[src/rtl/div_iter_responder.sv]
// div_iter_responder: iterative radix-2 restoring divider, responder side of the
// dividend/divisor/dout stream handshake. One operand pair is taken, WIDTH
// CALC cycles follow, and {quotient, remainder} is then presented registered.
// Optional build macro: DIV_DOUT_TREADY_EN adds m_axis_dout_tready so the
// result is held until consumed.
`timescale 1ns/1ps
module div_iter_responder #(
    parameter int WIDTH  = 32,
    parameter int SIGNED = 1
) (
    input  logic                 clk,
    input  logic                 resetn,
    input  logic [WIDTH-1:0]     s_axis_dividend_tdata,
    input  logic                 s_axis_dividend_tvalid,
    output logic                 s_axis_dividend_tready,
    input  logic [WIDTH-1:0]     s_axis_divisor_tdata,
    input  logic                 s_axis_divisor_tvalid,
    output logic                 s_axis_divisor_tready,
    output logic [2*WIDTH-1:0]   m_axis_dout_tdata,
    output logic                 m_axis_dout_tvalid
`ifdef DIV_DOUT_TREADY_EN
    ,
    input  logic                 m_axis_dout_tready
`endif
);

    localparam int CW = $clog2(WIDTH + 1);

    typedef enum logic [1:0] {IDLE, CALC, DONE} state_t;

    state_t               state_reg;
    logic [WIDTH-1:0]     rem_reg;      // partial remainder
    logic [WIDTH-1:0]     quo_reg;      // dividend bits shifting out, quotient bits shifting in
    logic [WIDTH-1:0]     dvs_reg;      // divisor magnitude
    logic                 q_neg_reg;
    logic                 r_neg_reg;
    logic [CW-1:0]        cnt_reg;
    logic                 ready_reg;
    logic                 valid_reg;
    logic [2*WIDTH-1:0]   dout_reg;

    logic                 accept;
    logic                 dout_take;
    logic                 dvd_neg;
    logic                 dvs_neg;
    logic [WIDTH-1:0]     dvd_mag;
    logic [WIDTH-1:0]     dvs_mag;
    logic [WIDTH:0]       shifted;
    logic [WIDTH:0]       trial;
    logic                 q_bit;
    logic [WIDTH-1:0]     rem_next;
    logic [WIDTH-1:0]     quo_next;
    logic [WIDTH-1:0]     quo_final;
    logic [WIDTH-1:0]     rem_final;

    assign s_axis_dividend_tready = ready_reg;
    assign s_axis_divisor_tready  = ready_reg;
    assign m_axis_dout_tdata      = dout_reg;
    assign m_axis_dout_tvalid     = valid_reg;

    // Handshake qualifiers, operand magnitudes and one restoring-division step
    always_comb begin
        accept  = ready_reg && s_axis_dividend_tvalid && s_axis_divisor_tvalid;
`ifdef DIV_DOUT_TREADY_EN
        dout_take = (state_reg == DONE) && valid_reg && m_axis_dout_tready;
`else
        dout_take = 1'b0;
`endif
        dvd_neg = (SIGNED != 0) && s_axis_dividend_tdata[WIDTH-1];
        dvs_neg = (SIGNED != 0) && s_axis_divisor_tdata[WIDTH-1];
        dvd_mag = dvd_neg ? -s_axis_dividend_tdata : s_axis_dividend_tdata;
        dvs_mag = dvs_neg ? -s_axis_divisor_tdata : s_axis_divisor_tdata;

        // Trial subtraction is one bit wider so its MSB is the borrow
        shifted  = {rem_reg, quo_reg[WIDTH-1]};
        trial    = shifted - {1'b0, dvs_reg};
        q_bit    = ~trial[WIDTH];
        rem_next = q_bit ? trial[WIDTH-1:0] : shifted[WIDTH-1:0];
        quo_next = {quo_reg[WIDTH-2:0], q_bit};

        quo_final = q_neg_reg ? -quo_next : quo_next;
        rem_final = r_neg_reg ? -rem_next : rem_next;
    end

    // Control FSM with datapath registers and registered outputs
    always_ff @(posedge clk) begin
        if (!resetn) begin
            state_reg <= IDLE;
            ready_reg <= 1'b1;
            valid_reg <= 1'b0;
            dout_reg  <= '0;
            cnt_reg   <= '0;
            rem_reg   <= '0;
            quo_reg   <= '0;
            dvs_reg   <= '0;
            q_neg_reg <= 1'b0;
            r_neg_reg <= 1'b0;
        end else begin
            case (state_reg)
                IDLE, DONE: begin
                    if (accept) begin
                        state_reg <= CALC;
                        ready_reg <= 1'b0;
                        valid_reg <= 1'b0;
                        quo_reg   <= dvd_mag;
                        dvs_reg   <= dvs_mag;
                        rem_reg   <= '0;
                        // A zero divisor keeps the all-ones quotient uncorrected
                        q_neg_reg <= (dvd_neg ^ dvs_neg) && (dvs_mag != '0);
                        r_neg_reg <= dvd_neg;
                        cnt_reg   <= CW'(WIDTH);
                    end else if (dout_take) begin
                        state_reg <= IDLE;
                        ready_reg <= 1'b1;
                        valid_reg <= 1'b0;
                    end
                end
                CALC: begin
                    rem_reg <= rem_next;
                    quo_reg <= quo_next;
                    cnt_reg <= cnt_reg - CW'(1);
                    if (cnt_reg == CW'(1)) begin
                        state_reg <= DONE;
                        valid_reg <= 1'b1;
                        dout_reg  <= {quo_final, rem_final};
`ifdef DIV_DOUT_TREADY_EN
                        ready_reg <= 1'b0;
`else
                        ready_reg <= 1'b1;
`endif
                    end
                end
                default: begin
                    state_reg <= IDLE;
                    ready_reg <= 1'b1;
                    valid_reg <= 1'b0;
                end
            endcase
        end
    end

endmodule

[config.mk]
export PLATFORM = sky130hd
export DESIGN_NAME = div_iter_responder
export DESIGN_NICKNAME = d
export VERILOG_FILES = /design/src/rtl/div_iter_responder.sv
export SDC_FILE = /design/constraint.sdc
export NUM_CORES = 1
export LEC_CHECK = 0
export CAP_MARGIN = 10
export CORE_MARGIN = 2
export CORE_UTILIZATION = 50
export CTS_BUF_LIST = sky130_fd_sc_hd__clkbuf_8
export CTS_CLUSTER_SIZE = 25
export DETAILED_ROUTE_END_ITERATION = 16
export DONT_BUFFER_PORTS = 1
export PLACE_DENSITY_LB_ADDON = 0.08
export SYNTH_ARGS = -nofsm -noshare
export SYNTH_HDL_FRONTEND = slang
export SYNTH_SLANG_ARGS = --single-unit
export TNS_END_PERCENT = 50
[constraint.sdc]
create_clock -name clk -period 7.2 [get_ports clk]
set_clock_uncertainty 0.1 [all_clocks]
set_input_delay 1.44 -clock clk [delete_from_list [all_inputs] [get_ports clk]]
set_output_delay 1.44 -clock clk [all_outputs]
set_load 0.005 [all_outputs]
==> impl_metrics.csv, run 1 <==
group,metric,value,unit
yosys,syn_avg_cell_area,7.56,µm²
yosys,yosysMostFrequentCell,"nor2_1",
pwr,power_density,281,nW/µm²
sta,tightestPinTransition,1.07,ns
worst_setup_path,crit_chain,"inv_1, ha_1, fa_1, nand2b_1, a21oi_4, o2111ai_4, a2111o_1, a21oi_4, nor2_4, inv_2, buf_4, ha_1, nand3_1, or4_1, or3_1, o31ai_1, xor2_1, a211oi_1",
sta,fmaxAchievable,0.180,GHz
finish,nNetsFinal,1610,
placement,portBuffers,0,
sta,maxSlewViolCount,0,
sta,period_minus_slack,5.55,ns
sta,maxSlewHeadroom,0.287,
global_routing,grt_max_degree,95,
global_routing,antenna_found_initial,0,
pwr,power.leakage,4.37,nW
cts,post_cts_buffers,0,
global_routing,grt_usage,0.282,
yosys,yosysTopAreaCellShare,0.287,
finish,drive_gt1_frac,0.0607,
cts,cts_sinks,171,
floorplan,start_util,0.509,
hold_path,hp-start,"dvs_reg[0]",
floorplan,dieArea,25100,µm²
yosys,synth.distinct_cells,89,
yosys,syn_area,11900,µm²
pwr,ir_worst_vdd,161,µV
cts,htree_levels,4,
yosys,yosysTopAreaCell,"dfxtp_1",
yosys,yosys-top-cells-area,"dfxtp_1, nor2_1, nand2_1",
drt,drc,0,
global_routing,grt_pass1_vias,10400,
worst_setup_path,worst-path-buf-inv,3,
worst_setup_path,rrSetupSlack,1.65,ns
sta,setup_viol,0,
worst_setup_path,crit_slowest_cell,"or4_1",
yosys,synth_seq_cells,171,
cts,cts_buffers,17,
yosys,synthFlopType,"dfxtp_1",
drt,drt-initial-drc-count,777,
worst_setup_path,crit_start,"quo_reg[31]",
floorplan,ioPinCount,135,
worst_setup_path,worst_path_largest_cell_delay,0.66,ns
sta,setup_tns,0,ns
floorplan,core,23400,µm²
cts,cts_tree,"yes",
flow_run,drv_cap,0,
drt,ant_nets,0,
worst_setup_path,r2r.worst_path.cells,18,
drt,firstDrtPassIters,6,
yosys,synth-edff-count,0,
drt,wl_per_cell,19.2,µm
cts,clockRootBuffer,"clkbuf_8",
placement,place.gp.congestion,0.940,
sta,hold_ws,0.370,ns
yosys,synth_common_cells,"nor2_1, dfxtp_1, nand2_1, a21oi_1, o21ai_0",
cts,clkLatencyLatePin,0.49,ns
worst_setup_path,crit_arrival,5.85,ns
cts,ctsResizeCount,0,
drt,via_per_inst,6.17,
yosys,async_flop_share,0,
sta,period_share,0.771,
floorplan,rows,56,
finish,antenna_cells,0,
placement,hpwl,26.3,mm
hold_path,hp-class,"reg2reg",
drt,drt-total-wl,35.3,mm
hold_path,worstHoldPathCells,2,
cts,cts_buffer_depth,2,
floorplan,die_x,158,µm
cts,ctsHoldBuffers,0,
drt,dr_total_vias,11300,
yosys,syn_nets,1682,
finish,largest_reg_flops,64,
global_routing,grt_overflow,0,
yosys,syn_inst,1575,
worst_setup_path,crit_fanout,32,
yosys,yosysSeqAreaShare,0.287,
worst_setup_path,criticalPathCategory,"reg2reg",
status,status,"complete, no violations",
global_routing,grt_pass1_wl,55.7,mm
cts,path_clk_slew,0.11,ns
finish,flow.area_growth_from_synthesis,4.09,%
sta,rsz0062_at_grt,"no",
worst_setup_path,cp.depth,18,
worst_setup_path,required,7.50,ns
worst_setup_path,start_kind,"flop",
floorplan,die_y,158,µm
worst_setup_path,timing.rr.start,"quo_reg[31]",
sta,final-hold-violation-count,0,
worst_setup_path,cpLargestDelayFamily,"compound AO/OA/AOI/OAI gates",
worst_setup_path,critPathCaptureType,"flop",
yosys,ys_warn_count,0,
==> cells by family after synthesis <==
family | Yosys count | share of synthesized area
and+or+nand+nor | 571 | 0.230
AOI/OAI and AO/OA | 492 | 0.277
DFF | 171 | 0.287
buffers and inverters | 156 | 0.0518
xor gates and xnor gates | 121 | 0.0890
adders and majority gates | 39 | 0.0416
muxes | 25 | 0.0235
==> placed cells by master, fill, tap and decap left out, types with 14 or more instances in the layout <==
| cell type | instances |
|---|---|
| a211oi_1 | 65 |
| a21o_1 | 14 |
| a21oi_1 | 119 |
| a22oi_1 | 32 |
| a31oi_1 | 43 |
| and3_1 | 15 |
| clkbuf_8 | 18 |
| dfxtp_1 | 171 |
| ha_1 | 38 |
| inv_1 | 52 |
| mux2i_1 | 21 |
| nand2_1 | 163 |
| nand2b_1 | 14 |
| nand3_1 | 40 |
| nor2_1 | 176 |
| nor3_1 | 34 |
| o211ai_1 | 18 |
| o21ai_0 | 83 |
| o31ai_1 | 35 |
| or2_2 | 14 |
| or3_1 | 27 |
| or4_1 | 20 |
| xnor2_1 | 52 |
| xor2_1 | 69 |
==> layout make-up <==
| type | instances | area (µm²) |
|---|---|---|
| Clock buffer | 18 | 248 |
| Clock inverter | 14 | 145 |
| Fill cell | 2406 | 11000 |
| Inverter | 53 | 201 |
| Multi-Input combinational cell | 1248 | 7890 |
| Sequential cell | 171 | 3420 |
| Tap cell | 319 | 399 |
| Timing Repair Buffer | 12 | 90.1 |
==> stage by stage <==
stage                     instance area, µm²  worst slack [ns]  instances  power, mW   util
after floorplan                        11900              2.16       1575       2.37      -
after CTS                              12400              1.68       1835       3.47  0.530
after global routing                   12400              1.38       1835       3.70  0.530
after global placement                 12000              1.84       1803       2.76  0.513
final                                  12400              1.65       1835       3.48  0.530
after detailed placement               12000              1.72       1803       2.77  0.513
==> path summary, 6_finish.rpt <==
kind | to
worst max-delay path | m_axis_dout_tdata[60]
worst min-delay path | dvs_reg[0]
worst max register to register | m_axis_dout_tdata[60]
worst min register to register | dvs_reg[0]
==> per-layer routing <==
metal	vias up	global-route usage	wire length, µm
li1	5597	-	-
met1	5299	0.369	15500
met2	354	0.464	16600
met4	0	0.108	1170
met5	-	0	0
met3	68	0.0506	2070
==> worst register-to-register path, cell delays in order, from the launching register on <==
cell and delay [ns]:
dfxtp_1 0.40, inv_1 0.06, ha_1 0.21, fa_1 0.41
nand2b_1 0.23, a21oi_4 0.24, o2111ai_4 0.17, a2111o_1 0.50
a21oi_4 0.34, nor2_4 0.08, inv_2 0.16, buf_4 0.37
ha_1 0.30, nand3_1 0.18, or4_1 0.66, or3_1 0.45
o31ai_1 0.28, xor2_1 0.11, a211oi_1 0.23
==> report_power, final <==
part	switching [mW]	internal, mW
clock network	0.437	0.269
registers	0.0553	0.994
logic	1.14	0.593
Note: power is estimated with default switching activity, not from simulation.
==> run 2: changes to the inputs <==
==> constraint.sdc (replaced) <==
create_clock -name clk -period 5.23 [get_ports clk]
set_clock_uncertainty 0.1 [all_clocks]
set_input_delay 1.046 -clock clk [delete_from_list [all_inputs] [get_ports clk]]
set_output_delay 1.046 -clock clk [all_outputs]
set_load 0.005 [all_outputs]
==> run 2 against run 1 <==
Cell area is 0.78% higher. Non-clock buffer count increased by 11. Global-route usage increased by 0.35 points. Clock power is 33% higher. Hold slack better by 0.0047 ns. Critical path depth grew 2. First-iteration DRC count grew 9.9%. Combinational power grew 43%. Flip-flop and latch count unchanged. Sequential power increased by 38%. Setup slack lost 1.3 ns. Critical path type unchanged. Highest routed layer unchanged.
==> impl_metrics.csv, run 2 (synthesis results as in run 1) <==
group,metric,value,unit
sta,setup_viol,0,
sta,fmaxAchievable,0.205,GHz
cts,cts_buffer_depth,2,
cts,cts_buffers,17,
hold_path,worstHoldPathCells,2,
cts,clockRootBuffer,"clkbuf_8",
drt,ant_nets,0,
floorplan,start_util,0.509,
global_routing,antenna_found_initial,0,
global_routing,grt_pass1_wl,56.4,mm
worst_setup_path,required,5.51,ns
worst_setup_path,criticalPathCategory,"reg2reg",
finish,most-common-layout-cells,"nor2_1, dfxtp_1, nand2_1, a21oi_1, o21ai_0",
global_routing,grt_overflow,0,
drt,wl_per_cell,19.5,µm
finish,antenna_cells,0,
finish,largest_reg_flops,64,
sta,rsz0062_at_grt,"yes",
finish,drive_gt1_frac,0.0682,
cts,clkLatencyLatePin,0.48,ns
floorplan,core,23400,µm²
drt,drt-total-wl,36.0,mm
drt,firstDrtPassIters,5,
placement,portBuffers,0,
worst_setup_path,crit_chain,"inv_1, ha_1, fa_1, nand2b_1, a21oi_4, o2111ai_4, a2111o_1, a21oi_4, nor2_4, inv_2, nor2_1, a21oi_1, ha_1, nand3_1, o41ai_4, nand4_4, nor4_4, buf_4, nand3_1, o311ai_2",
finish,flow.area_growth_from_synthesis,4.90,%
worst_setup_path,r2r.worst_path.cells,20,
worst_setup_path,crit_fanout,9,
worst_setup_path,start_kind,"flop",
global_routing,grt_usage,0.286,
sta,hold_ws,0.374,ns
floorplan,die_y,158,µm
sta,maxSlewViolCount,0,
sta,period_share,0.935,
pwr,power.leakage,4.41,nW
drt,dr_total_vias,11300,
worst_setup_path,crit_arrival,5.17,ns
finish,nNetsFinal,1621,
floorplan,rows,56,
drt,via_per_inst,6.11,
sta,period_minus_slack,4.89,ns
pwr,p_total,4.87,mW
global_routing,grt_pass1_vias,10400,
pwr,power_density,390,nW/µm²
sta,setup_tns,0,ns
worst_setup_path,crit_slowest_cell,"a2111o_1",
sta,maxSlewHeadroom,0.265,
drt,drt-initial-drc-count,854,
cts,cts_tree,"yes",
cts,cts_sinks,171,
drt,drc,0,
placement,hpwl,27.0,mm
worst_setup_path,critPathCaptureType,"flop",
status,status,"complete, no violations",
sta,final-hold-violation-count,0,
floorplan,dieArea,25100,µm²
floorplan,die_x,158,µm
pwr,ir_worst_vdd,186,µV
cts,htree_levels,4,
floorplan,ioPinCount,135,
finish,final_common_cell,"nor2_1",
sta,tightestPinTransition,1.10,ns
placement,place.gp.congestion,0.897,
worst_setup_path,worst_path_largest_cell_delay,0.50,ns
global_routing,grt_max_degree,68,
cts,path_clk_slew,0.11,ns
hold_path,hp-class,"reg2reg",
flow_run,drv_cap,0,
run 2: changes by cell type in the layout (fill, tap and decap cells not counted), sizes merged:
cell      delta
clkinvlp     +1
clkbuf       -1
buf         +11
inv          -1
run 2: worst paths after layout:
path                    start                    end  slack (ns)
setup / recovery  quo_reg[31]  m_axis_dout_tdata[30]        0.34
hold / removal     dvs_reg[0]             dvs_reg[0]        0.37
setup reg to reg  quo_reg[31]  m_axis_dout_tdata[30]        0.34
hold reg to reg    dvs_reg[0]             dvs_reg[0]        0.37
run 2: final cells by class:
| type | instances | area [µm²] |
|---|---|---|
| Timing Repair Buffer | 23 | 173 |
| Fill cell | 2380 | 10900 |
| Tap cell | 319 | 399 |
| Sequential cell | 171 | 3420 |
| Inverter | 53 | 201 |
| Clock inverter | 14 | 149 |
| Multi-Input combinational cell | 1248 | 7910 |
| Clock buffer | 17 | 234 |
run 2: per-stage QoR:
stage	utilization	instances	setup slack (ns)	instance area, µm²
final	0.534	1845	0.340	12500
after global routing	0.534	1845	-0.0293	12500
after CTS	0.532	1844	0.301	12500
after detailed placement	0.516	1813	0.339	12100
after global placement	0.516	1813	0.459	12100
after floorplan	-	1575	0.192	11900
run 2: worst max-delay path: cells and delay by family, from the launching register on:
kind	cells	cell delay [ns]
AND/OR/NAND/NOR	7	1.03
AO/OA/AOI/OAI	7	1.96
flip-flops	1	0.40
buffers and inverters	3	0.40
adder cells (fa/ha/maj)	3	0.88
run 2: timing repair:
action | 4_1_cts | 5_1_grt
setup buffers | 0 | 1
endpoints found under the hold margin | 0 | 0
resized for setup | 0 | 3
endpoints found under the setup margin | 0 | 5
hold buffers | 0 | 0
run 2: per-layer routing:
layer | track usage | wire length [µm]
met5 | 0 | 0
met2 | 0.474 | 16900
met4 | 0.0940 | 964
met1 | 0.376 | 16000
met3 | 0.0514 | 2070
run 2: power breakdown:
part | switching [mW] | total [mW] | internal, mW | leakage [nW]
Combinational | 1.60 | 2.48 | 0.887 | 2.83
Clock | 0.584 | 0.940 | 0.357 | 0.193
Sequential | 0.0782 | 1.45 | 1.37 | 1.39
Total | 2.26 | 4.87 | 2.61 | 4.41
==> run 3: changes to the inputs <==
--- a/config.mk
+++ b/config.mk
@@ -5,8 +5,7 @@
 export SDC_FILE = /design/constraint.sdc
 export NUM_CORES = 1
 export LEC_CHECK = 0
-export CAP_MARGIN = 10
-export CORE_MARGIN = 2
+export CAP_MARGIN = 20
 export CORE_UTILIZATION = 50
 export CTS_BUF_LIST = sky130_fd_sc_hd__clkbuf_8
 export CTS_CLUSTER_SIZE = 25
==> run 3 against run 2 <==
Setup slack got worse by 0.057 ns. Hold slack got worse by 0.0091 ns. Final cell count unchanged. Flip-flop and latch count unchanged. Clock-buffer cell count unchanged.
==> impl_metrics.csv, run 3 (synthesis results as in run 1) <==
group,metric,value,unit
finish,multi_input_area,7910,µm²
worst_setup_path,crit_chain,"inv_1, ha_1, fa_1, nand2b_1, a21oi_4, o2111ai_4, a2111oi_2, nor3_2, nor2_4, clkinv_2, o21ai_0, inv_1, ha_1, nand2_1, nor2_1, o21ai_0, o41ai_4, nand4_4, nor4_4, buf_4, or3_1, a31oi_1",
floorplan,core,23400,µm²
drt,drt-initial-drc-count,805,
global_routing,grt_pass1_vias,10500,
global_routing,grt_usage,0.294,
worst_setup_path,required,5.53,ns
sta,final-hold-violation-count,0,
finish,final_design_area_no_fill,12500,µm²
sta,maxSlewHeadroom,0.291,
floorplan,ioPinCount,135,
cts,path_clk_slew,0.10,ns
finish,most-common-layout-cells,"nor2_1, dfxtp_1, nand2_1, a21oi_1, o21ai_0",
cts,htree_levels,4,
pwr,pwr-share-comb,0.505,
cts,clkLatencyLatePin,0.47,ns
pwr,seqPwrFrac,0.294,
cts,cts_buffers,17,
worst_setup_path,crit_fanout,14,
pwr,p_total,4.92,mW
finish,antenna_cells,0,
finish,post-route-util,0.534,
flow_run,drv_cap,0,
worst_setup_path,start_kind,"flop",
cts,cts_sinks,171,
drt,dr_total_vias,11400,
pwr,ir_worst_vdd,297,µV
finish,drive_gt1_frac,0.0668,
sta,setup_ws,0.284,ns
pwr,power.leakage,4.41,nW
placement,portBuffers,0,
status,status,"complete, no violations",
placement,dp_slack,0.314,ns
placement,post-place-cells,1812,
placement,placed_cell_area,12100,µm²
hold_path,hp-start,"dvs_reg[0]",
worst_setup_path,critPathCaptureType,"flop",
hold_path,hp-class,"reg2reg",
pwr,intPower,2.69,mW
global_routing,grt_max_degree,73,
global_routing,grt_overflow,0,
sta,maxSlewViolCount,0,
floorplan,die_x,156,µm
cts,clockRootBuffer,"clkbuf_8",
worst_setup_path,worst_path_largest_cell_delay,0.49,ns
sta,fmaxAchievable,0.202,GHz
sta,period_minus_slack,4.95,ns
worst_setup_path,crit_slowest_cell,"a2111oi_2",
sta,setup_viol,0,
placement,hpwl,26.8,mm
floorplan,die_y,156,µm
floorplan,dieArea,24400,µm²
cts,cts_tree,"yes",
worst_setup_path,timing.rr.start,"quo_reg[31]",
sta,tightestPinTransition,1.06,ns
drt,wl_per_cell,19.4,µm
sta,period_share,0.946,
finish,flow.area_growth_from_synthesis,4.93,%
drt,drt-total-wl,35.8,mm
finish,final_common_cell,"nor2_1",
pwr,p_sw_frac,0.453,
sta,hold_ws,0.365,ns
drt,via_per_inst,6.18,
sta,setup_tns,0,ns
finish,nFillCells,2380,
global_routing,antenna_found_initial,0,
cts,cts_buffer_depth,2,
pwr,p_clk_frac,0.201,
drt,ant_nets,0,
floorplan,rows,56,
finish,regArea,3420,µm²
drt,drc,0,
global_routing,grt_pass1_wl,56.2,mm
pwr,p_switching,2.23,mW
pwr,power_density,393,nW/µm²
floorplan,start_util,0.509,
finish,fin_cells,1845,
placement,place.gp.congestion,0.913,
worst_setup_path,criticalPathCategory,"reg2reg",
worst_setup_path,crit_start,"quo_reg[31]",
finish,largest_reg_flops,64,
finish,nNetsFinal,1620,
worst_setup_path,crit_arrival,5.24,ns
drt,firstDrtPassIters,5,
## run 3: cell types whose count changed in the layout (fill, tap and decap cells not counted), moves of 2 or more
cell / before / now
clkinv_2: 0 / 3
inv_8: 5 / 2
bufinv_16: 0 / 2
clkinv_8: 2 / 0
clkinvlp_4: 1 / 3
## run 3: area by class of cell
cell class / instances / share of cell area
multi-input cells: 1248 / 0.633
flip-flops and latches: 171 / 0.274
well taps: 319 / 0.0319
clock buffers: 17 / 0.0187
inverters: 53 / 0.0162
repair buffers: 22 / 0.0132
clock inverters: 15 / 0.0130
## run 3: power groups by stage
stage / clock network [mW] / logic [mW] / registers, mW
2_1_floorplan: 0 / 1.82 / 1.44
3_3_place_gp: 0 / 2.37 / 1.47
3_5_place_dp: 0 / 2.38 / 1.47
4_1_cts: 1.01 / 2.39 / 1.44
5_1_grt: 1.06 / 2.68 / 1.45
6_report: 0.989 / 2.48 / 1.44
## run 3: critical path, delay by kind of cell, from the launching register on
family	cells	cell delay (ns)
buf+inv	4	0.57
fa+ha+maj	3	0.88
simple gates	8	1.20
compound gates	7	1.72
flops	1	0.40
## run 3: repair_timing
item	in CTS	in global routing
resized for setup	0	3
hold buffers	0	0
endpoints found under the setup margin	0	5
buffers inserted	0	1
## run 3: final timing paths
check        slack, ns  cells after the start                     to
min reg2reg       0.37                      2             dvs_reg[0]
max               0.28                     22  m_axis_dout_tdata[26]
max reg2reg       0.28                     22  m_axis_dout_tdata[26]
min               0.37                      2             dvs_reg[0]
## run 3: per-layer routing
| layer | up-vias | share of wire | track usage |
|---|---|---|---|
| met5 | - | 0 | 0 |
| met4 | 0 | 0.030 | 0.116 |
| met3 | 63 | 0.055 | 0.0543 |
| met2 | 339 | 0.47 | 0.496 |
| li1 | 5613 | - | - |
| met1 | 5395 | 0.44 | 0.367 |
